File: config.mk
export PLATFORM = sky130hd
export DESIGN_NAME = mul16_seq_flat
export DESIGN_NICKNAME = d
export VERILOG_FILES = /design/src/rtl/mul16_seq_if.sv /design/src/rtl/mul16_seq.sv /design/src/flat_wrapper.sv
export SDC_FILE = /design/constraint.sdc
export NUM_CORES = 1
export LEC_CHECK = 0
export CORE_ASPECT_RATIO = 1.4
export CORE_MARGIN = 3
export CORE_UTILIZATION = 42
export CTS_CLUSTER_DIAMETER = 200
export CTS_CLUSTER_SIZE = 16
export DETAILED_ROUTE_END_ITERATION = 8
export GPL_TIMING_DRIVEN = 0
export PLACE_DENSITY = 0.95
export SLEW_MARGIN = 30
export SYNTH_ARGS = -nofsm -noshare
export SYNTH_HDL_FRONTEND = slang
export SYNTH_SLANG_ARGS = --single-unit
File: constraint.sdc
create_clock -name clk -period 3.2 [get_ports clk]
set_input_delay 0.32 -clock clk [delete_from_list [all_inputs] [get_ports clk]]
set_output_delay 0.32 -clock clk [all_outputs]
set_load 0.01 [all_outputs]
File: src/rtl/mul16_seq_if.sv
// mul16_seq_if: request/response and ALU-side signals of the shift-add multiplier.
interface mul16_seq_if;
    logic        start;
    logic [15:0] multiplicand;
    logic [15:0] multiplier;
    logic        busy;
    logic        done;
    logic [31:0] product;
    logic [15:0] alu_a;
    logic [15:0] alu_b;
    logic        alu_cin;
    logic [2:0]  alu_op;
    logic [15:0] alu_result;
    logic        alu_cout;
    modport slave (
        input  start, multiplicand, multiplier, alu_result, alu_cout,
        output busy, done, product, alu_a, alu_b, alu_cin, alu_op
    );
    modport master (
        output start, multiplicand, multiplier, alu_result, alu_cout,
        input  busy, done, product, alu_a, alu_b, alu_cin, alu_op
    );
endinterface

File: src/rtl/mul16_seq.sv
// mul16_seq: 16x16 unsigned shift-add multiplier using an external ALU for every add.
module mul16_seq #(
    parameter logic [2:0] ADD_OP = 3'b010
) (
    input logic       clk,
    input logic       rst_n,
    mul16_seq_if.slave bus
);
    typedef enum logic [1:0] {IDLE, RUN, DONE} state_t;
    state_t      state_q, state_d;
    logic [15:0] acc_hi_q, acc_hi_d, acc_lo_q, acc_lo_d, mcand_q, mcand_d;
    logic [3:0]  cnt_q, cnt_d;
    logic [31:0] shift_w;
    // 33-bit {cout, sum, acc_lo} shifted right by one; the dropped LSB is acc_lo[0]
    assign shift_w = {bus.alu_cout, bus.alu_result, acc_lo_q[15:1]};
    always_comb begin
        state_d  = state_q;
        acc_hi_d = acc_hi_q;
        acc_lo_d = acc_lo_q;
        mcand_d  = mcand_q;
        cnt_d    = cnt_q;
        if (state_q == RUN) begin
            acc_hi_d = shift_w[31:16];
            acc_lo_d = shift_w[15:0];
            cnt_d    = cnt_q + 4'd1;
            state_d  = (cnt_q == 4'd15) ? DONE : RUN;
        end else if (bus.start) begin
            acc_hi_d = 16'h0000;
            acc_lo_d = bus.multiplier;
            mcand_d  = bus.multiplicand;
            cnt_d    = 4'd0;
            state_d  = RUN;
        end else begin
            state_d  = IDLE;
        end
    end
    always_ff @(posedge clk) begin
        if (!rst_n) begin
            state_q  <= IDLE;
            acc_hi_q <= 16'h0000;
            acc_lo_q <= 16'h0000;
            mcand_q  <= 16'h0000;
            cnt_q    <= 4'd0;
        end else begin
            state_q  <= state_d;
            acc_hi_q <= acc_hi_d;
            acc_lo_q <= acc_lo_d;
            mcand_q  <= mcand_d;
            cnt_q    <= cnt_d;
        end
    end
    assign bus.busy    = (state_q == RUN);
    assign bus.done    = (state_q == DONE);
    assign bus.product = {acc_hi_q, acc_lo_q};
    assign bus.alu_a   = acc_hi_q;
    assign bus.alu_b   = acc_lo_q[0] ? mcand_q : 16'h0000;
    assign bus.alu_cin = 1'b0;
    assign bus.alu_op  = ADD_OP;
endmodule

File: src/flat_wrapper.sv
// flat-port wrapper written by rule: the top's interface ports become plain ports
module mul16_seq_flat 
#(
    parameter logic [2:0] ADD_OP = 3'b010
)
  (clk, rst_n, bus_start, bus_multiplicand, bus_multiplier, bus_alu_result, bus_alu_cout, bus_busy, bus_done, bus_product, bus_alu_a, bus_alu_b, bus_alu_cin, bus_alu_op);
  mul16_seq_if bus_i ();
  input logic clk;
  input logic rst_n;
  input wire logic [$bits(bus_i.start)-1:0] bus_start;
  input wire logic [$bits(bus_i.multiplicand)-1:0] bus_multiplicand;
  input wire logic [$bits(bus_i.multiplier)-1:0] bus_multiplier;
  input wire logic [$bits(bus_i.alu_result)-1:0] bus_alu_result;
  input wire logic [$bits(bus_i.alu_cout)-1:0] bus_alu_cout;
  output wire logic [$bits(bus_i.busy)-1:0] bus_busy;
  output wire logic [$bits(bus_i.done)-1:0] bus_done;
  output wire logic [$bits(bus_i.product)-1:0] bus_product;
  output wire logic [$bits(bus_i.alu_a)-1:0] bus_alu_a;
  output wire logic [$bits(bus_i.alu_b)-1:0] bus_alu_b;
  output wire logic [$bits(bus_i.alu_cin)-1:0] bus_alu_cin;
  output wire logic [$bits(bus_i.alu_op)-1:0] bus_alu_op;
  assign bus_i.start = bus_start;
  assign bus_i.multiplicand = bus_multiplicand;
  assign bus_i.multiplier = bus_multiplier;
  assign bus_i.alu_result = bus_alu_result;
  assign bus_i.alu_cout = bus_alu_cout;
  assign bus_busy = bus_i.busy;
  assign bus_done = bus_i.done;
  assign bus_product = bus_i.product;
  assign bus_alu_a = bus_i.alu_a;
  assign bus_alu_b = bus_i.alu_b;
  assign bus_alu_cin = bus_i.alu_cin;
  assign bus_alu_op = bus_i.alu_op;
  mul16_seq #(.ADD_OP(ADD_OP)) u_core (.clk(clk), .rst_n(rst_n), .bus(bus_i));
endmodule
## Yosys cells after proc, flatten, opt, wreduce, memory -nomap -nowiden

Index checks and enable logic that the tools add are counted.
Widths: inputs -> output; s select.

| operators by class | value |
|---|---|
| $mul | 0 |
| reductions and logical operators | 2 |
| div/mod/pow operators | 0 |
| mux-type cells | 10 |
| shifts and indexed selects | 0 |
| add/sub/neg operators | 1 |
| bitwise operators | 1 |
| order comparisons | 0 |
| eq/ne operators | 3 |

Operators by type and width:

| cell | count |
|---|---|
| $mux 16 | 5 |
| $mux 4 | 2 |
| $add 4x1->4 const B | 1 |
| $eq 4x4->1 const B | 1 |
| $mux 2 | 2 |
| $eq 2x1->1 const B | 1 |
| $eq 2x2->1 const B | 1 |
| $reduce_and 2->1 | 1 |
| $reduce_bool 2->1 | 1 |
| $mux 1 | 1 |
| $not 1->1 | 1 |

| word-level totals | value |
|---|---|
| input port bits | 52 |
| bits in latches | 0 |
| output and inout port bits | 70 |
| register bits after elaboration | 54 |
| bits in writable memories | 0 |
| memories | 0 |
| bits in read-only memories | 0 |
| logic and storage cells | 22 |

## Longest topological paths before layout

| logic depth | value |
|---|---|
| depth after elaboration | 3 |
| depth in mapped cells | 6 |
| mapped depth without buffers | 4 |

## Worst setup path before layout

OpenSTA, ideal clock, no wires.

| path | value |
|---|---|
| kind | reg-to-output |
| start point | reg u_core.acc_lo_q[0] |
| end point | out bus_alu_b[10] |
| data required time | 2880 ps |
| data arrival time | 841 ps |
| path slack | 2039 ps |
| path buffers | 1 |
| cell stages (with the launch flop) | 3 |
| cells stage by stage | dfxtp_1 clkbuf_1 and2_1 |

| between the ends | value |
|---|---|
| word-level cells in the longest chain between the ends | 1 |

Ends and longest elaborated chain:

| element | RTL line | source |
|---|---|---|
| start, declared | mul16_seq.sv:11 | `logic [15:0] acc_hi_q, acc_hi_d, acc_lo_q, acc_lo_d, mcand_q, mcand_d;` |
| start signal, assigned | mul16_seq.sv:47 | `acc_lo_q <= acc_lo_d;` |
| $mux 16 | mul16_seq.sv:56 | `assign bus.alu_b = acc_lo_q[0] ? mcand_q : 16'h0000;` |
| end, declared | flat_wrapper.sv:19 | `output wire logic [$bits(bus_i.alu_b)-1:0] bus_alu_b;` |

Every way passes these cells.

## Worst setup path in the final report

| path | value |
|---|---|
| start point | reg u_core.acc_lo_q[0] |
| end point | out bus_alu_b[4] |

The elaborated chain is that of the path after synthesis.

==> metrics.yaml <==
floorplan:
  boundaryPins: 122
  die_w_um: 69.1
  die-area_sq_mm: 0.00651
  die_h_um: 94.3
  initial_core_util_pct: 44.3
  rows: 31
  core_area_sq_mm: 0.00528
run_status:
  status: "finished, final reports clean"
setup_path:
  cp.arrival_ns: 1.87
  start_kind: "flip-flop"
  cp_slowest_cell: "clkdlybuf4s50_1"
  reg2reg_slack_ns: 1.87
  worst_path_largest_cell_delay_ns: 0.54
  crit_type: "flip-flop to output pin"
  crit_chain: "clkbuf_1, and2_1, clkdlybuf4s50_1"
  required_ns: 2.88
  path_max_fanout: 10
  end_kind: "output pin"
clock_network:
  root_buffer: "clkbuf_8"
  cts_hold_buf: 0
  cts_buffers: 5
  cts_resized: 0
  cts_max_path_buffers: 2
  insertion_delay_ns: 0.30
  cts_tree: "yes"
  post_cts_buffers: 0
  clkSinkCount: 54
  htreeDepth: 2
  clk_pin_slew_ns: 0.09
drt:
  drt-initial-drc-count: 79
  num_vias: 2284
  firstDrtPassIters: 4
  routed_wl_mm: 6.53
  avgViaCountPerCell: 5.19
  drc: 0
  drtAntennaViolNets: 0
  wl_per_cell_um: 14.8
logic_synthesis:
  synth_area_sq_mm: 0.00234
  yosysUniqueCellTypes: 27
  synth.avg_cell_area_sq_um: 9.43
  synth-seq-area-share_pct: 46.2
  synth_cells: 248
  yosys_warnings: 0
  synth-seq-cells: 54
layout:
  n_antenna_cell: 0
  synthToLayoutAreaGrowth_pct: 57.4
  fin_area_sq_mm: 0.00368
  final_common_cell: "clkdlybuf4s50_1"
  multiInputGateArea_sq_um: 990
  final_cell_mix: "clkdlybuf4s50_1, dfxtp_1, buf_4"
  seq_area_sq_mm: 0.00108
  fin_nets: 426
  num-fill-cells: 447
  drive_above_1_share_pct: 12.0
grt:
  grt.met1_usage_pct: 20.6
  antenna_found_initial: 0
  top_usage_layer: "met2"
  overflow: 0
  grt_pass1_wl_mm: 10.2
  grt_max_degree: 16
  grt_use_total_pct: 19.3
  met3_usage_pct: 4.93
  grt_pass1_vias: 2202
  grtUsageMet2_pct: 36.2
sta:
  skew_ns: 0.00598
  hold_viol: 0
  rsz0062_at_grt: "false"
  setup_violations: 0
  finalMaxSlewViolations: 0
  period_share_pct: 68.5
  fmax_ghz: 0.456
  fin_crit_ns: 2.19
  fin_tns_setup_ns: 0
flow_run:
  drv_cap: 0
pwr:
  combPwrFrac_pct: 21.8
  switchingPower_uw: 371
  p_clk_share_pct: 26.9
  p_sw_share_pct: 25.6
  p_int_mw: 1.08
  ir_drop_mv: 0.330
  leakage_nw: 1.49
  seq_power_share_pct: 51.3
  power_density_mw_per_mm2: 393
  power.total_mw: 1.45
placement:
  dp_hpwl_mm: 5.01
  place_area_sq_mm: 0.00359
  io_buffers: 116
  gp_congestion: 0.780
worst_hold_path:
  worstHoldPathType: "primary input to flip-flop"
[final timing paths]
check | endpoint | start | depth (start not counted)
min reg2reg | u_core.mcand_q[7]$_SDFFE_PN0P_ | u_core.mcand_q[7]$_SDFFE_PN0P_ | 2
max reg2reg | u_core.bus.alu_a[11]$_SDFFE_PN0P_ | u_core.state_q[1]$_SDFF_PN0_ | 6
min | u_core.cnt_q[2]$_SDFFE_PN0P_ | bus_start | 3
max | bus_alu_b[4] | u_core.acc_lo_q[0]$_SDFFE_PN0P_ | 3
[power groups by stage]
stage                     Combinational, mW  Sequential (mW)  Clock (mW)
after floorplan                       0.134            0.763           0
after global placement                0.308            0.755           0
after detailed placement              0.317            0.756           0
after CTS                             0.318            0.741       0.398
after global routing                  0.341            0.746       0.417
final                                 0.316            0.741       0.389
[per-layer routing]
metal / vias to the layer above / share of wire (%)
li1: 1098 / -
met1: 1076 / 39
met2: 95 / 53
met3: 15 / 5.8
met4: 0 / 2.0
met5: - / 0
[cell usage after synthesis, drive strengths merged]
master | instances | share of area (%)
dfxtp | 54 | 46
buf | 34 | 10
a21oi | 19 | 4.1
nand3 | 19 | 4.1
a211oi | 17 | 5.5
a22o | 17 | 6.4
o21ai | 17 | 3.6
and2 | 16 | 4.3
mux2i | 16 | 6.8
nor2 | 16 | 2.6
clkbuf | 6 | 0.96
inv | 3 | 0.59
and3 | 2 | 0.53
conb | 2 | 0.32
nand2b | 2 | 0.53
a31oi | 1 | 0.27
a41oi | 1 | 0.37
and3b | 1 | 0.37
ha | 1 | 0.53
mux2 | 1 | 0.64
nand2 | 1 | 0.16
nor2b | 1 | 0.27
nor3 | 1 | 0.70
[logic make-up (layout without fill, tap and decap cells)]
group	after synthesis	after routing	synth area share, %
flip-flops	54	54	46.2
AO/OA/AOI/OAI	72	72	20.2
other	2	4	0.321
multiplexers	17	17	7.49
adder cells (fa/ha/maj)	1	1	0.535
AND/OR/NAND/NOR	59	59	13.5
buffers and inverters	43	167	11.8
[layout make-up]
cell class / instances / area share [%]
multi-input combinational: 153 / 26.9
clock inverter: 1 / 0.136
inverter: 3 / 0.374
tap: 66 / 2.24
timing repair buffer: 116 / 31.5
sequential: 54 / 29.4
clock buffer: 7 / 2.35
buffer: 40 / 7.10
[sequential cells by signal, summed over array words and instances (netlist names)]
name              flops
u_core.acc_lo_q      16
u_core.state_q        2
u_core.mcand_q       16
u_core.bus.alu_a     16
u_core.cnt_q          4
[worst max-delay path, delay by kind of cell, from the launching register on]
kind                   cells  cell delay (ns)
DFF                        1             0.49
and+or+nand+nor            1             0.21
buffers and inverters      2             0.87
[per-stage QoR]
| step | hold WS, ns | util (%) | std cells | worst slack (ns) |
|---|---|---|---|---|
| CTS | 0.445 | 69.8 | 440 | 0.984 |
| floorplan | 0.441 | - | 250 | 2.04 |
| global placement | 0.457 | 68.1 | 432 | 1.36 |
| global route | 0.442 | 69.8 | 440 | 0.904 |
| finish | 0.445 | 69.8 | 440 | 1.01 |
| detailed placement | 0.468 | 68.1 | 432 | 1.33 |
No activity file was read; power rests on OpenSTA's default activity.
